$ cat src/rtl/dec288_bitmap.sv
// dec288_bitmap: index-to-one-hot decoder driving a 288-bit set/clear/toggle bitmap.
// Optional registered find-first-one on the map when DEC288_FFO_EN is defined.
module dec288_bitmap #(
    parameter int WID   = 288,
    parameter int IW    = 9,
    parameter int NONE  = 511,
    parameter int CHUNK = 32
) (
    input  logic           clk,
    input  logic           rst_n,
    input  logic           req_valid,
    output logic           req_ready,
    input  logic [1:0]     req_op,
    input  logic [IW-1:0]  req_idx,
    input  logic           clr_all,
    output logic           busy,
    output logic [WID-1:0] onehot,
    output logic [WID-1:0] map,
    output logic           ack,
    output logic           err,
    output logic [IW-1:0]  first_set
);

    localparam int NCHUNK = WID / CHUNK;

    typedef enum logic [1:0] {
        IDLE  = 2'd0,
        DRAIN = 2'd1,
        CLR   = 2'd2
    } state_t;

    state_t     state;
    state_t     state_nxt;
    logic [3:0] clr_cnt;
    logic       clr_last;
    logic       clr_step;
    logic       accept;
    logic       in_range;
    logic       s1_valid;
    logic       s1_in;
    logic [1:0] s1_op;

    assign accept   = req_valid & req_ready;
    assign in_range = req_idx < IW'(WID);
    assign clr_last = clr_cnt == 4'(NCHUNK - 1);

    // FSM state register
    always_ff @(posedge clk or negedge rst_n) begin
        if (!rst_n) state <= IDLE;
        else        state <= state_nxt;
    end

    // FSM next-state: drain the single in-flight stage, then sweep the chunks
    always_comb begin
        state_nxt = state;
        unique case (state)
            IDLE:    if (clr_all)   state_nxt = DRAIN;
            DRAIN:   if (!s1_valid) state_nxt = CLR;
            CLR:     if (clr_last)  state_nxt = IDLE;
            default:                state_nxt = IDLE;
        endcase
    end

    // FSM outputs: ready only when idle and no clear is being requested
    always_comb begin
        req_ready = (state == IDLE) & ~clr_all;
        busy      = state != IDLE;
        clr_step  = state == CLR;
    end

    // Chunk counter for the clear sweep, parked at zero outside CLR
    always_ff @(posedge clk or negedge rst_n) begin
        if (!rst_n)        clr_cnt <= '0;
        else if (clr_step) clr_cnt <= clr_last ? 4'd0 : clr_cnt + 4'd1;
        else               clr_cnt <= '0;
    end

    // Stage 1: capture op and range flag; decode in-range indices into onehot
    always_ff @(posedge clk or negedge rst_n) begin
        if (!rst_n) begin
            s1_valid <= 1'b0;
            s1_in    <= 1'b0;
            s1_op    <= 2'b00;
            onehot   <= '0;
        end else begin
            s1_valid <= accept;
            if (accept) begin
                s1_in <= in_range;
                s1_op <= req_op;
                if (in_range)
                    onehot <= {{(WID-1){1'b0}}, 1'b1} << req_idx;
            end
        end
    end

    // Stage 2: retire into the map (or clear one chunk) and pulse ack/err
    always_ff @(posedge clk or negedge rst_n) begin
        if (!rst_n) begin
            map <= '0;
            ack <= 1'b0;
            err <= 1'b0;
        end else begin
            ack <= s1_valid;
            err <= s1_valid & ~s1_in;
            if (clr_step) begin
                for (int k = 0; k < NCHUNK; k++)
                    if (clr_cnt == 4'(k))
                        map[k*CHUNK +: CHUNK] <= '0;
            end else if (s1_valid && s1_in) begin
                unique case (s1_op)
                    2'b00: map <= map;
                    2'b01: map <= map | onehot;
                    2'b10: map <= map & ~onehot;
                    2'b11: map <= map ^ onehot;
                endcase
            end
        end
    end

`ifdef DEC288_FFO_EN
    logic [IW-1:0] ffo;

    // Highest set bit of the map, NONE when empty
    always_comb begin
        ffo = IW'(NONE);
        for (int i = 0; i < WID; i++)
            if (map[i]) ffo = IW'(i);
    end

    // Register the encoder result; one cycle behind the map
    always_ff @(posedge clk or negedge rst_n) begin
        if (!rst_n) first_set <= IW'(NONE);
        else        first_set <= ffo;
    end
`else
    assign first_set = IW'(NONE);
`endif

endmodule

$ cat config.mk
export PLATFORM = sky130hd
export DESIGN_NAME = dec288_bitmap
export DESIGN_NICKNAME = d
export VERILOG_FILES = /design/src/rtl/dec288_bitmap.sv
export SDC_FILE = /design/constraint.sdc
export NUM_CORES = 1
export LEC_CHECK = 0
export BUFFER_PORTS_ARGS = -buffer_cell sky130_fd_sc_hd__buf_4
export CAP_MARGIN = 15
export CORE_ASPECT_RATIO = 0.6
export CORE_MARGIN = 2
export CORE_UTILIZATION = 60
export CTS_CLUSTER_DIAMETER = 120
export DETAILED_ROUTE_END_ITERATION = 7
export PLACE_DENSITY = 0.84
export SKIP_CTS_REPAIR_TIMING = 1
export SYNTH_ARGS = -nofsm -noshare
export SYNTH_HDL_FRONTEND = slang
export SYNTH_SLANG_ARGS = --single-unit
$ cat constraint.sdc
create_clock -name clk -period 3.3 [get_ports clk]
set_clock_uncertainty 0.1 [all_clocks]
set_input_delay 0.165 -clock clk [delete_from_list [all_inputs] [get_ports clk]]
set_output_delay 0.165 -clock clk [all_outputs]
set_load 0.02 [all_outputs]
==> metrics.md <==
| Metric | Value |
|---|---|
| Routed vias | 29166 |
| GRT Total Usage | 34.5% |
| Initial antenna violation count | 6 |
| Cell row count | 72 |
| Die Height | 201 um |
| Worst Max-Slew Pin Slew | 1.05 ns |
| Max-slew violation count | 0 |
| Clk Latency, worst-skew pair | 0.65 ns |
| Largest net degree at the start of global routing | 186 |
| WP data arrival | 3.21 ns |
| Final #Nets | 4642 |
| Setup Viol. Count Final | 0 |
| Starting density of the core | 60.3% |
| Post-synthesis sequential area ratio | 38.1% |
| Final hold vios | 1 |
| Slowest cell on crit path | buf_4 |
| Crit-path cells | buf_4 -> buf_4 -> mux2i_1 -> a211o_1 -> mux2i_1 |
| Routability cong. | 0.932 |
| Final wirelength | 116 mm |
| CP Data Required Time | 3.75 ns |
| Fin cells | 4946 |
| Detailed router's first-iteration violation count | 2445 |
| Final worst path period share | 83.8% |
| Failing checks | negative hold slack |
| Drt first pass iters | 6 |
| Worst hold path type | in2async |
| Type of origin of the critical path | flop |
| Synth Cell Area | 38600 sq um |
| Max VDD drop | 0.741 mV |
| Critical Path Max Stage Delay | 0.80 ns |
| Port bufs | 594 |
| CTS tree | yes |
| Yosys Warn Count | 0 |
| Final worst path period need | 2.77 ns |
| Synth area leader | dfrtp_1 |
| Area contributors post-synth | dfrtp_1 (38%), ha_1 (19%), mux2i_1 (15%) |
| Status | finished, violations left |
| Layout cells sized above 1 | 19.0% |
| TritonCTS Buffers | 57 |
| Remaining DRCs | 0 |
| Post-Synthesis Cells | 3566 |
| WS Path Type | reg2reg |
| Area growth syn-to-layout | 18.8% |
| Io pins | 604 |
| Post-synth EDFFs | 0 |
| Vias in the first global route | 28995 |
| Total power | 33700 uW |
| Core area | 64100 sq um |
| Asr flop ratio synth | 100% |
| Syn_area_per_cell | 10.8 sq um |
| Worst setup EP type | flop |
| Top cell type's share of synthesized area | 38.1% |
| Most common cell after layout, fill and taps aside | buf_4 |
| Peak Freq | 362 MHz |
| Power Dens Cells | 734 nW/um^2 |
| FF-to-FF path depth | 5 |
| WHS | -0.000295 ns |
| Clock Sinks | 588 |
| DIE AREA | 66500 sq um |
| Drt wl/cell | 23.5 um |
| TNS Setup | 0 ns |
| Drt via density | 5.90 |
| Hpwl dp | 80.9 mm |
| Yosys cell types | 44 |
| Worst-path maximum fanout | 47 |
| CP top delay family | buffers and inverters |
| Worst-path clk slew | 0.07 ns |
| Global-route wire length before repair | 178 mm |
| Clk buf depth | 3 |
| Most frequent cells in the layout | buf_4 (630), dfrtp_1 (586), ha_1 (580) |
| Overflow after GRT | 0 |
| CP bufs+invs | 2 |
| Synth Flop Type | dfrtp_1 |
| H-tree level count | 2 |
| Die W | 332 um |
| Inst Count DP | 4831 |
| CP Depth | 5 |
| Lkg Pwr | 0.0229 uW |
| Slew Limit Headroom | 30.0% |
| Number of max-cap violations | 0 |
| CTS root buf | clkbuf_16 |
| RSZ-0062 raised after global routing | no |
| Antenna-violating nets left | 0 |
| Number of synthesized register bits | 588 |
==> through the flow <==
stage / instance area [sq um] / util [%] / hold slack [ns] / worst slack [ns]
final: 45900 / 71.7 / -0.000295 / 0.534
after global routing: 45900 / 71.7 / 0.0325 / 0.464
after CTS: 45800 / 71.5 / -0.576 / 0.581
after detailed placement: 43800 / 68.4 / 0.103 / 0.644
after global placement: 43800 / 68.4 / 0.103 / 0.727
after floorplan: 38700 / - / -0.231 / 1.15
==> final cells by class <==
| cell class | count | area (sq um) |
|---|---|---|
| clock inverter | 29 | 333 |
| timing repair buffer | 656 | 5160 |
| clock buffer | 76 | 1660 |
| fill | 4448 | 18100 |
| tap | 851 | 1060 |
| multi-input combinational | 2165 | 20800 |
| inverter | 579 | 2170 |
| sequential | 588 | 14700 |
| antenna | 2 | 5.00 |
==> final timing paths <==
check / endpoint / start / slack [ns]
min: map[152] / rst_n / -0.0003
max reg2reg: map[96] / s1_op[0] / 0.53
min reg2reg: ack / s1_valid / 0.38
max in group asynchronous: map[161] / rst_n / 2.05
max: map[96] / s1_op[0] / 0.53
min in group clk: onehot[127] / req_idx[7] / 0
==> cell usage after synthesis, types with 8 or more instances <==
cell,instances
inv_1,578
nor2_1,38
buf_1,15
buf_2,68
nand2_1,44
nor2b_1,280
clkbuf_1,142
mux2i_1,577
dfrtp_1,588
o2bb2ai_1,188
a32o_1,33
buf_4,10
a211o_1,275
a22o_1,77
a22oi_1,8
ha_1,580
==> power by group <==
group	leakage (uW)	internal (uW)	switching [uW]	total, uW
Combinational	0.0139	7290	9490	16800
Sequential	0.00805	8500	1240	9740
Clock	0.000998	4070	3090	7160
Total	0.0229	19900	13800	33700
==> logic make-up (layout without fill, tap and decap cells) <==
family	count (synthesis)	after routing	synth area share, %
and+or+nand+nor	409	409	6.25
AOI/OAI and AO/OA	589	589	13.5
DFF	588	588	38.1
adders and majority gates	580	580	18.8
other	1	11	0.00971
buffers and inverters	821	1340	8.41
muxes	578	578	15.0
==> sequential cells by signal, summed over array words and instances, names as in the netlist <==
| name | cells |
|---|---|
| s1_op | 2 |
| onehot | 288 |
| s1_in | 1 |
| clr_cnt | 4 |
| err | 1 |
| ack | 1 |
| map | 288 |
| s1_valid | 1 |
| state | 2 |
==> worst reg2reg max path, cell delays in order, from the launching register on <==
cell and delay [ns]:
dfrtp_4 0.46, buf_4 0.54, buf_4 0.82, mux2i_1 0.26, a211o_1 0.33, mux2i_1 0.16
==> per-layer routing <==
layer,global-route usage (%),vias to the layer above,share of wire [%]
li1,-,13170,-
met3,8.41,250,8.3
met1,48.8,14632,44
met5,0,-,0
met2,51.2,1114,43
met4,13.6,0,4.2
No activity file was read; power rests on OpenSTA's default activity.
